**src/rtl/seq_det_pkg.sv**
```systemverilog
// Shared definitions for the serial pattern detector: reset defaults,
// configuration length clamping and the fill-derived state encoding.
package seq_det_pkg;

  // Reset configuration: the legacy 5-bit "10010" detector, overlapping.
  localparam int unsigned DEF_PAT_W = 8;
  localparam logic [DEF_PAT_W-1:0] DEF_PAT = 8'b0001_0010;
  localparam int unsigned DEF_LEN = 5;
  localparam bit DEF_OVL = 1'b1;

  // Detector progress, derived from the number of valid history bits.
  typedef enum logic [1:0] {
    IDLE  = 2'd0,
    FILL  = 2'd1,
    ARMED = 2'd2
  } det_state_e;

  // Effective length is forced into 1..max_len.
  function automatic int unsigned clamp_len(input int unsigned len,
                                            input int unsigned max_len);
    int unsigned res;
    res = len;
    if (len == 0) begin
      res = 1;
    end else if (len > max_len) begin
      res = max_len;
    end
    return res;
  endfunction

endpackage

```
**src/rtl/sat_counter.sv**
```systemverilog
// Saturating event counter with a sticky saturation flag.
// Ports:
//   clk, rst : clock, asynchronous active-low reset
//   inc      : count one event this cycle
//   clr      : clear count and flag (a simultaneous inc leaves the count at 1)
//   cnt      : current count, holds at all-ones
//   sat      : set once cnt reaches all-ones, cleared only by clr or reset
module sat_counter #(
  parameter int unsigned CNT_W = 8
) (
  input  logic             clk,
  input  logic             rst,
  input  logic             inc,
  input  logic             clr,
  output logic [CNT_W-1:0] cnt,
  output logic             sat
);

  localparam logic [CNT_W-1:0] CNT_MAX = '1;

  logic [CNT_W-1:0] cnt_d;
  logic             sat_d;

  // Next count / flag.
  always_comb begin
    cnt_d = cnt;
    sat_d = sat;
    if (clr) begin
      cnt_d = inc ? CNT_W'(1) : '0;
      sat_d = 1'b0;
    end else if (inc && (cnt != CNT_MAX)) begin
      cnt_d = cnt + CNT_W'(1);
      sat_d = (cnt_d == CNT_MAX);
    end
  end

  // Count / flag registers.
  always_ff @(posedge clk or negedge rst) begin
    if (!rst) begin
      cnt <= '0;
      sat <= 1'b0;
    end else begin
      cnt <= cnt_d;
      sat <= sat_d;
    end
  end

endmodule

```
**src/rtl/seq_pattern_det.sv**
```systemverilog
// Run-time programmable serial bit-pattern detector. Accepted bits shift into
// a history register; when the newest len_r bits equal pat_r[len_r-1:0]
// (oldest bit against pat_r[len_r-1]) z pulses for one cycle on the next clock.
// Ports:
//   clk, rst            : clock, asynchronous active-low reset
//   x, x_vld            : serial data bit and its qualifier
//   cfg_ld              : strobe loading cfg_pat / cfg_len / cfg_ovl
//   cfg_pat             : pattern, bit [len-1] is the first bit received
//   cfg_len             : effective length, clamped into 1..PAT_W
//   cfg_ovl             : 1 = overlapping matches allowed
//   clr_cnt             : clear match counter
//   z                   : registered match pulse
//   match_cnt, cnt_sat  : saturating match count and sticky saturation flag
module seq_pattern_det #(
  parameter int unsigned      PAT_W   = 8,
  parameter int unsigned      LEN_W   = $clog2(PAT_W + 1),
  parameter int unsigned      CNT_W   = 8,
  parameter logic [PAT_W-1:0] DEF_PAT = PAT_W'(seq_det_pkg::DEF_PAT),
  parameter int unsigned      DEF_LEN = seq_det_pkg::DEF_LEN,
  parameter bit               DEF_OVL = seq_det_pkg::DEF_OVL
) (
  input  logic             clk,
  input  logic             rst,
  input  logic             x,
  input  logic             x_vld,
  input  logic             cfg_ld,
  input  logic [PAT_W-1:0] cfg_pat,
  input  logic [LEN_W-1:0] cfg_len,
  input  logic             cfg_ovl,
  input  logic             clr_cnt,
  output logic             z,
  output logic [CNT_W-1:0] match_cnt,
  output logic             cnt_sat
);

  import seq_det_pkg::*;

  // Configuration registers.
  logic [PAT_W-1:0] pat_r, pat_d;
  logic [LEN_W-1:0] len_r, len_d;
  logic             ovl_r, ovl_d;

  // History: only PAT_W-1 bits need storing; the incoming bit completes
  // the PAT_W-wide comparison window.
  logic [PAT_W-2:0] hist, hist_d;
  logic [LEN_W-1:0] fill, fill_d;

  logic [PAT_W-1:0] shift_c;
  logic [LEN_W-1:0] fill_inc_c;
  logic [PAT_W:0]   one_sh_c;
  logic [PAT_W-1:0] len_mask_c;
  logic             match_c;
  det_state_e       state;

  // Mask selecting the low len_r bits of the window.
  assign one_sh_c   = (PAT_W + 1)'(1) << len_r;
  assign len_mask_c = PAT_W'(one_sh_c - (PAT_W + 1)'(1));

  // Fill level saturates at len_r so a full window keeps matching each bit.
  assign shift_c    = {hist, x};
  assign fill_inc_c = (fill < len_r) ? (fill + LEN_W'(1)) : len_r;

  // Progress decoded from the fill level.
  always_comb begin
    state = FILL;
    if (fill == '0) begin
      state = IDLE;
    end else if (fill == len_r) begin
      state = ARMED;
    end
  end

  // Next-state: configuration load wins over data, discarding the bit.
  always_comb begin
    pat_d   = pat_r;
    len_d   = len_r;
    ovl_d   = ovl_r;
    hist_d  = hist;
    fill_d  = fill;
    match_c = 1'b0;
    if (cfg_ld) begin
      pat_d  = cfg_pat;
      len_d  = LEN_W'(clamp_len(32'(cfg_len), PAT_W));
      ovl_d  = cfg_ovl;
      hist_d = '0;
      fill_d = '0;
    end else if (x_vld) begin
      hist_d  = shift_c[PAT_W-2:0];
      fill_d  = fill_inc_c;
      match_c = (fill_inc_c == len_r) &&
                (((shift_c ^ pat_r) & len_mask_c) == '0);
      // Non-overlapping: the next match must be built from fresh bits.
      if (match_c && !ovl_r) begin
        hist_d = '0;
        fill_d = '0;
      end
    end
  end

  // State, configuration and match-pulse registers.
  always_ff @(posedge clk or negedge rst) begin
    if (!rst) begin
      pat_r <= DEF_PAT;
      len_r <= LEN_W'(DEF_LEN);
      ovl_r <= DEF_OVL;
      hist  <= '0;
      fill  <= '0;
      z     <= 1'b0;
    end else begin
      pat_r <= pat_d;
      len_r <= len_d;
      ovl_r <= ovl_d;
      hist  <= hist_d;
      fill  <= fill_d;
      z     <= match_c;
    end
  end

  // Structural invariants: fill never overruns the window, and a match from
  // an empty history is only possible for a single-bit pattern.
  always_ff @(posedge clk) begin
    if (rst) begin
      assert (fill <= len_r);
      assert (!match_c || (state != IDLE) || (len_r == LEN_W'(1)));
    end
  end

  // Match counter.
  sat_counter #(
    .CNT_W(CNT_W)
  ) u_cnt (
    .clk(clk),
    .rst(rst),
    .inc(match_c),
    .clr(clr_cnt),
    .cnt(match_cnt),
    .sat(cnt_sat)
  );

endmodule

```
**config.mk**
```make
export PLATFORM = sky130hd
export DESIGN_NAME = seq_pattern_det
export DESIGN_NICKNAME = d
export VERILOG_FILES = /design/src/rtl/seq_det_pkg.sv /design/src/rtl/sat_counter.sv /design/src/rtl/seq_pattern_det.sv
export SDC_FILE = /design/constraint.sdc
export NUM_CORES = 1
export LEC_CHECK = 0
export ABC_AREA = 1
export CAP_MARGIN = 20
export CORE_MARGIN = 2
export CORE_UTILIZATION = 49
export DETAILED_ROUTE_END_ITERATION = 16
export PLACE_DENSITY = 0.8
export SLEW_MARGIN = 25
export SYNTH_ARGS = -nofsm -noshare
export SYNTH_HDL_FRONTEND = slang
export SYNTH_SLANG_ARGS = --single-unit
```
**constraint.sdc**
```tcl
create_clock -name clk -period 1.8 [get_ports clk]
set_input_delay 0.27 -clock clk [delete_from_list [all_inputs] [get_ports clk]]
set_output_delay 0.27 -clock clk [all_outputs]
set_load 0.005 [all_outputs]
```
==> reports/results.ini, run 1 <==
[worst_setup_path]
ff2ff_path_depth = 13
crit_required_ps = 2030
crit_fanout = 7
worstSetupStartpointType = register
worst_r2r_startpoint = len_r[2]
crit_top_cell = nand2_1
rrSetupSlack_ps = -290
slowest_delay_ps = 580
critPathKind = register to register
crit_arrival_ps = 2320
cp-end-kind = register
worstPathCellList = inv_1 -> nand3_2 -> ha_4 -> nand2_2 -> nand2_1 -> nand2_1 -> nand2_1 -> nand2_4 -> nor2_8 -> nand4_4 -> nand2_4 -> nand2_1 -> nand2_1
reg2reg_to = u_cnt.cnt[7]
crit_slowest_cell = dfstp_2

[synthesis]
yosys.area_share.adder_pct = 4.15
synth_cell_type_count = 32
postSynthCellCount = 277
synth_xor_area_share_pct = 3.74
synth-compound-area-share_pct = 8.07
avgSynthCellArea_um2 = 7.61
muxShareOfSynthArea_pct = 0
ys_ff_latch = 34
yosysWarnings = 0
seq_area_frac_synth_pct = 40.7
syn_area_mm2 = 0.00211
yosys.area_share.simple_pct = 34.8
synth_top_family_by_area = simple AND/OR/NAND/NOR gates
syn-num-nets = 303

[global_route]
antenna_found_initial = 0
grt_pass1_wl_mm = 10.4
grt_usage_pct = 27.0
busiest_layer = met2
grt_use_met3_pct = 4.36
grt_pass1_vias = 2191
grt_start_max_net_pins = 35
met2_usage_pct = 47.0
grt_use_met1_pct = 34.1
grt_overflow = 0

[pwr]
power_density_mw_per_mm2 = 838
p_comb_share_pct = 29.6
p_seq_share_pct = 35.3
ir_drop_mv = 0.623
swShare_pct = 30.2
p_int_uw = 1740
p_total_uw = 2490
pwr-share-clk_pct = 35.1
switchingPower_uw = 754
p_leak_uw = 0.00144

[sta]
period_needed_ps = 2090
whs_ps = 340
hold_viol = 0
setup_viol_count_final = 21
setup_slack_ps = -294
rsz0062_at_grt = yes
maxSlewViolCount = 0
tightest_slew_ps = 484
finClkSkew_ps = 12.1
fin_crit_sh_pct = 116
max_slew_margin_pct = 67.7
clock.fmax_ghz = 0.478

[clocking]
path_clk_slew_ps = 80
numCtsBuffers = 5
cts_tree = built
cts_buffer_depth = 2
cts_hold_buf = 0
clkLatencyLatePin_ps = 290
cts_root_buffer = clkbuf_8
h-tree-depth = 2
cts_sinks = 34

[drt]
drt_pass1_iterations = 5
drt_iter0_markers = 228
ant_nets = 0
routedWlPerCell_um = 16.5
routed_wirelength_mm = 6.45
route.vias.total = 2245
drc_errors = 0
viasPerCell = 5.74

[floorplanning]
row_count = 23
start_util_pct = 52.0
die_x_um = 69.6
die_area_mm2 = 0.00484
fp.coreArea_mm2 = 0.00406
die_height_um = 69.6
io_pins = 29

[cells_and_area]
nets = 366
multiInputGateArea_mm2 = 0.00123
diodes = 0
fillCellCount = 260
area_growth_syn_to_layout_pct = 41.1
regArea_um2 = 860
drive_gt1_share_pct = 27.3

[status]
failed_checks = negative setup slack
outcome = finished with violations

[min_path]
hp-class = input port to async pin

[placement]
port_buffers = 28
gp_congestion = 0.827
hpwl_mm = 3.81

[job]
maxCapViolCount = 0

[repair_timing]
| action | CTS | global route |
|---|---|---|
| gates resized for setup | 26 | 11 |
| cloned | 1 | 0 |
| endpoints found under the setup margin | 21 | 21 |
| pin swaps | 14 | 10 |
| setup buffers | 4 | 1 |
[cell usage after synthesis (all sizes together)]
master	n	area (um^2)
a31o	1	8.76
o22ai	7	43.8
a21oi	4	20.0
nand3	35	195
dfrtp	29	726
xor2	6	52.6
o21a	1	7.51
nor2	23	115
xnor2	3	26.3
a21o	1	7.51
nand4	8	65.1
o21ai	15	75.1
dfstp	5	131
clkbuf	2	7.51
nand2	86	348
clkinv	1	3.75
ha	7	87.6
nor3	2	10.0
o21bai	1	7.51
inv	36	135
buf	4	35.0
[placed cells by master, fill, tap and decap left out, drive strengths merged, types with 2 or more instances in the layout]
master,n
clkdlybuf4s50,28
nand2,86
a21oi,4
inv,36
nor3,2
bufinv,2
buf,33
nor2,23
dfstp,5
xnor2,3
ha,7
nand4,9
nand3,35
o22ai,7
o21ai,15
dfrtp,29
clkbuf,6
xor2,6
[how the worst max path moves through the flow]
| stage | start | depth (start not counted) | end |
|---|---|---|---|
| 2_1_floorplan | len_r[1] | 14 | u_cnt.sat |
| 3_3_place_gp | len_r[2] | 11 | u_cnt.cnt[0] |
| 3_5_place_dp | len_r[2] | 11 | u_cnt.cnt[0] |
| 4_1_cts | len_r[3] | 15 | u_cnt.cnt[0] |
| 5_1_grt | len_r[2] | 13 | u_cnt.cnt[7] |
| 6_report | len_r[2] | 13 | u_cnt.cnt[7] |
[power groups by stage]
stage | clock, uW | combinational (uW) | sequential (uW)
global placement | 0 | 591 | 884
CTS | 876 | 677 | 876
global route | 922 | 806 | 884
detailed placement | 0 | 607 | 888
finish | 877 | 738 | 880
floorplan | 0 | 357 | 881
[worst max-delay path, delay by kind of cell (launching register included)]
kind	cells	cell delay [ps]
and+or+nand+nor	11	1130
adders and majority gates	1	180
DFF	1	580
buffers and inverters	1	120
[kinds of logic after synthesis]
kind of cell / Yosys count
adder cells (fa/ha/maj): 7
AO/OA/AOI/OAI: 30
buffers and inverters: 43
AND/OR/NAND/NOR: 154
flip-flops: 34
XOR/XNOR: 9
[layout make-up]
type / instances / area share [%]
clock buffer: 6 / 2.78
clock inverter: 2 / 2.02
inverter: 37 / 4.67
multi-input combinational: 201 / 41.3
sequential: 34 / 28.9
tap: 50 / 2.10
timing repair buffer: 61 / 18.3
[stage by stage]
step	cell area [um^2]	utilization (%)	std cells	setup TNS, ps	setup WS, ps
6_report	2980	73.3	391	-5310	-294
5_1_grt	2980	73.3	391	-6980	-398
4_1_cts	2940	72.4	391	-3350	-191
3_5_place_dp	2650	65.2	378	-3800	-238
3_3_place_gp	2650	65.2	378	-2410	-175
2_1_floorplan	2110	-	277	-1160	-88.3
[routing by layer]
metal | part of all wire, % | vias up
met1 | 40 | 1061
met4 | 2.1 | 0
met3 | 7.2 | 18
met2 | 51 | 142
met5 | 0 | -
li1 | - | 1024
[flip-flops by register name (all words and copies together), names as in the netlist]
signal,count
z,1
hist,7
u_cnt.cnt,8
u_cnt.sat,1
pat_r,8
ovl_r,1
fill,4
len_r,4
No activity file was read; power rests on OpenSTA's default activity.
==> run 2: changes to the inputs <==
--- a/config.mk
+++ b/config.mk
@@ -8,9 +8,10 @@
 export ABC_AREA = 1
 export CAP_MARGIN = 20
 export CORE_MARGIN = 2
-export CORE_UTILIZATION = 49
+export CORE_UTILIZATION = 45
 export DETAILED_ROUTE_END_ITERATION = 16
-export PLACE_DENSITY = 0.8
+export PLACE_DENSITY = 0.75
+export SKIP_CTS_REPAIR_TIMING = 1
 export SLEW_MARGIN = 25
 export SYNTH_ARGS = -nofsm -noshare
 export SYNTH_HDL_FRONTEND = slang
==> reports/results.ini, run 2 (synthesis gave the netlist of run 1 again) <==
[sta]
fin_crit_sh_pct = 111  ; -4.9 points
whs_ps = 380  ; +39.9 ps
clock.fmax_ghz = 0.498  ; +4.4%
hold_viol = 0  ; unchanged
finClkSkew_ps = 7.62  ; -4.46 ps
maxSlewViolCount = 0  ; unchanged
tightest_slew_ps = 447  ; -36.8 ps
period_needed_ps = 2010  ; -87.3 ps
setup_viol_count_final = 21  ; unchanged
rsz0062_at_grt = yes
tns_ps = -3560  ; +1750 ps
max_slew_margin_pct = 70.1  ; +2.5 points
setup_slack_ps = -206  ; +87.3 ps

[floorplanning]
fp.coreArea_mm2 = 0.00444  ; +9.5%
die_height_um = 72.4  ; +4.1%
row_count = 24  ; +4.3%
die_x_um = 72.4  ; +4.1%
start_util_pct = 47.4  ; -4.5 points
io_pins = 29  ; unchanged
die_area_mm2 = 0.00525  ; +8.4%

[pwr]
p_total_uw = 2130  ; -15%
switchingPower_uw = 706  ; -6.3%
p_leak_uw = 0.00140  ; -3.1%
swShare_pct = 33.2  ; +3.0 points
ir_drop_mv = 0.526  ; -16%
power_density_mw_per_mm2 = 734  ; -12%
p_int_uw = 1420  ; -18%
p_comb_share_pct = 33.2  ; +3.6 points
p_seq_share_pct = 41.2  ; +5.9 points
pwr-share-clk_pct = 25.6  ; -9.5 points

[cells_and_area]
final_cell_mix = 69 x nand2_1, 33 x inv_1, 31 x buf_4
drive_gt1_share_pct = 27.1  ; -0.13 points
top_regs = pat_r (8), u_cnt.cnt (8), hist (7)
nets = 364  ; -0.55%
area_growth_syn_to_layout_pct = 37.6
diodes = 0  ; unchanged
fillCellCount = 350  ; +35%
final_common_cell = nand2_1
final_util_pct = 65.3  ; -8.1 points

[worst_setup_path]
crit_fanout = 7  ; unchanged
worstPathCellList = nor2_4 -> nand3_2 -> ha_4 -> inv_2 -> nand3_2 -> nand3_2 -> nor2_2 -> nand2_2 -> nor2_8 -> nand4_4 -> nand2_4 -> nand2_2 -> nand2_2
worst_r2r_startpoint = len_r[3]
crit_slowest_cell = dfrtp_2
cp_num_buf_inv = 1  ; unchanged
critPathKind = register to register
slowest_delay_ps = 470  ; -110 ps
worstSetupStartpointType = register
cp_top_family = simple AND/OR/NAND/NOR gates
cp-end-kind = register
critPathLaunch = len_r[3]
crit_required_ps = 2020  ; about the same
crit_arrival_ps = 2230  ; -90 ps

[placement]
pre_cts_slack_ps = -222  ; +16.0 ps
gp_congestion = 0.805  ; -2.6%
port_buffers = 28  ; unchanged
hpwl_mm = 3.65  ; -4.3%

[status]
failed_checks = negative setup slack
outcome = finished with violations

[global_route]
grt_pass1_wl_mm = 8.27  ; -20%
grt_pass1_vias = 1839  ; -16%
grt_start_max_net_pins = 35  ; unchanged
antenna_found_initial = 0  ; unchanged
grt_overflow = 0  ; unchanged
grt_usage_pct = 19.9  ; -7.0 points

[clocking]
h-tree-depth = 2  ; unchanged
cts_tree = built
cts_root_buffer = clkbuf_8
path_clk_slew_ps = 70  ; about the same
clkLatencyLatePin_ps = 290  ; about the same
cts_buffer_depth = 2  ; unchanged
cts_sinks = 34  ; unchanged
numCtsBuffers = 5  ; unchanged

[drt]
viasPerCell = 5.24  ; -8.7%
drc_errors = 0  ; unchanged
drt_pass1_iterations = 4  ; -1
routed_wirelength_mm = 5.14  ; -20%
routedWlPerCell_um = 13.1  ; -20%
ant_nets = 0  ; unchanged
drt_iter0_markers = 161  ; -29%
route.vias.total = 2049  ; -8.7%

[min_path]
hp-class = input port to async pin

[job]
maxCapViolCount = 0  ; unchanged

-- run 2: power by group through the flow --
| stage | sequential (uW) | combinational [uW] | clock (uW) |
|---|---|---|---|
| final | 877 | 707 | 544 |
| after detailed placement | 888 | 600 | 0 |
| after global routing | 884 | 792 | 587 |
| after CTS | 874 | 604 | 560 |
| after global placement | 884 | 592 | 0 |
| after floorplan | 881 | 357 | 0 |
-- run 2: layout make-up --
cell class	instances	area [um^2]	area share, %
multi-input cells	201	1240	42.8
flip-flops and latches	34	860	29.6
repair buffers	59	513	17.7
inverters	37	139	4.79
clock buffers	7	76.3	2.63
well taps	52	65.1	2.24
clock inverters	1	7.51	0.259
-- run 2: per-layer routing --
layer	routed length, um	GRT usage [%]	vias up
li1	-	-	1025
met1	2280	28.5	958
met2	2490	31.0	58
met3	275	3.89	8
met4	82	5.56	0
met5	0	0	-
-- run 2: worst reg2reg max path: stages (launching register included) --
cell and delay, ps:
dfrtp_2 470, nor2_4 130, nand3_2 90, ha_4 270, inv_2 30, nand3_2 50
nand3_2 60, nor2_2 110, nand2_2 90, nor2_8 170, nand4_4 170, nand2_4 160
nand2_2 70, nand2_2 70
-- run 2: final timing paths --
kind	endpoint	slack, ps	depth (start not counted)
setup / recovery	u_cnt.sat	-210	13
min in group clk	pat_r[4]	480	2
max in group asynchronous	len_r[2]	1080	2
hold / removal	pat_r[0]	380	2
setup reg to reg	u_cnt.sat	-210	13
hold reg to reg	pat_r[4]	480	2
-- run 2: stage by stage --
stage / area [um^2] / instances
6_report: 2900 / 391
5_1_grt: 2900 / 391
4_1_cts: 2700 / 386
3_5_place_dp: 2620 / 378
3_3_place_gp: 2620 / 378
2_1_floorplan: 2110 / 277
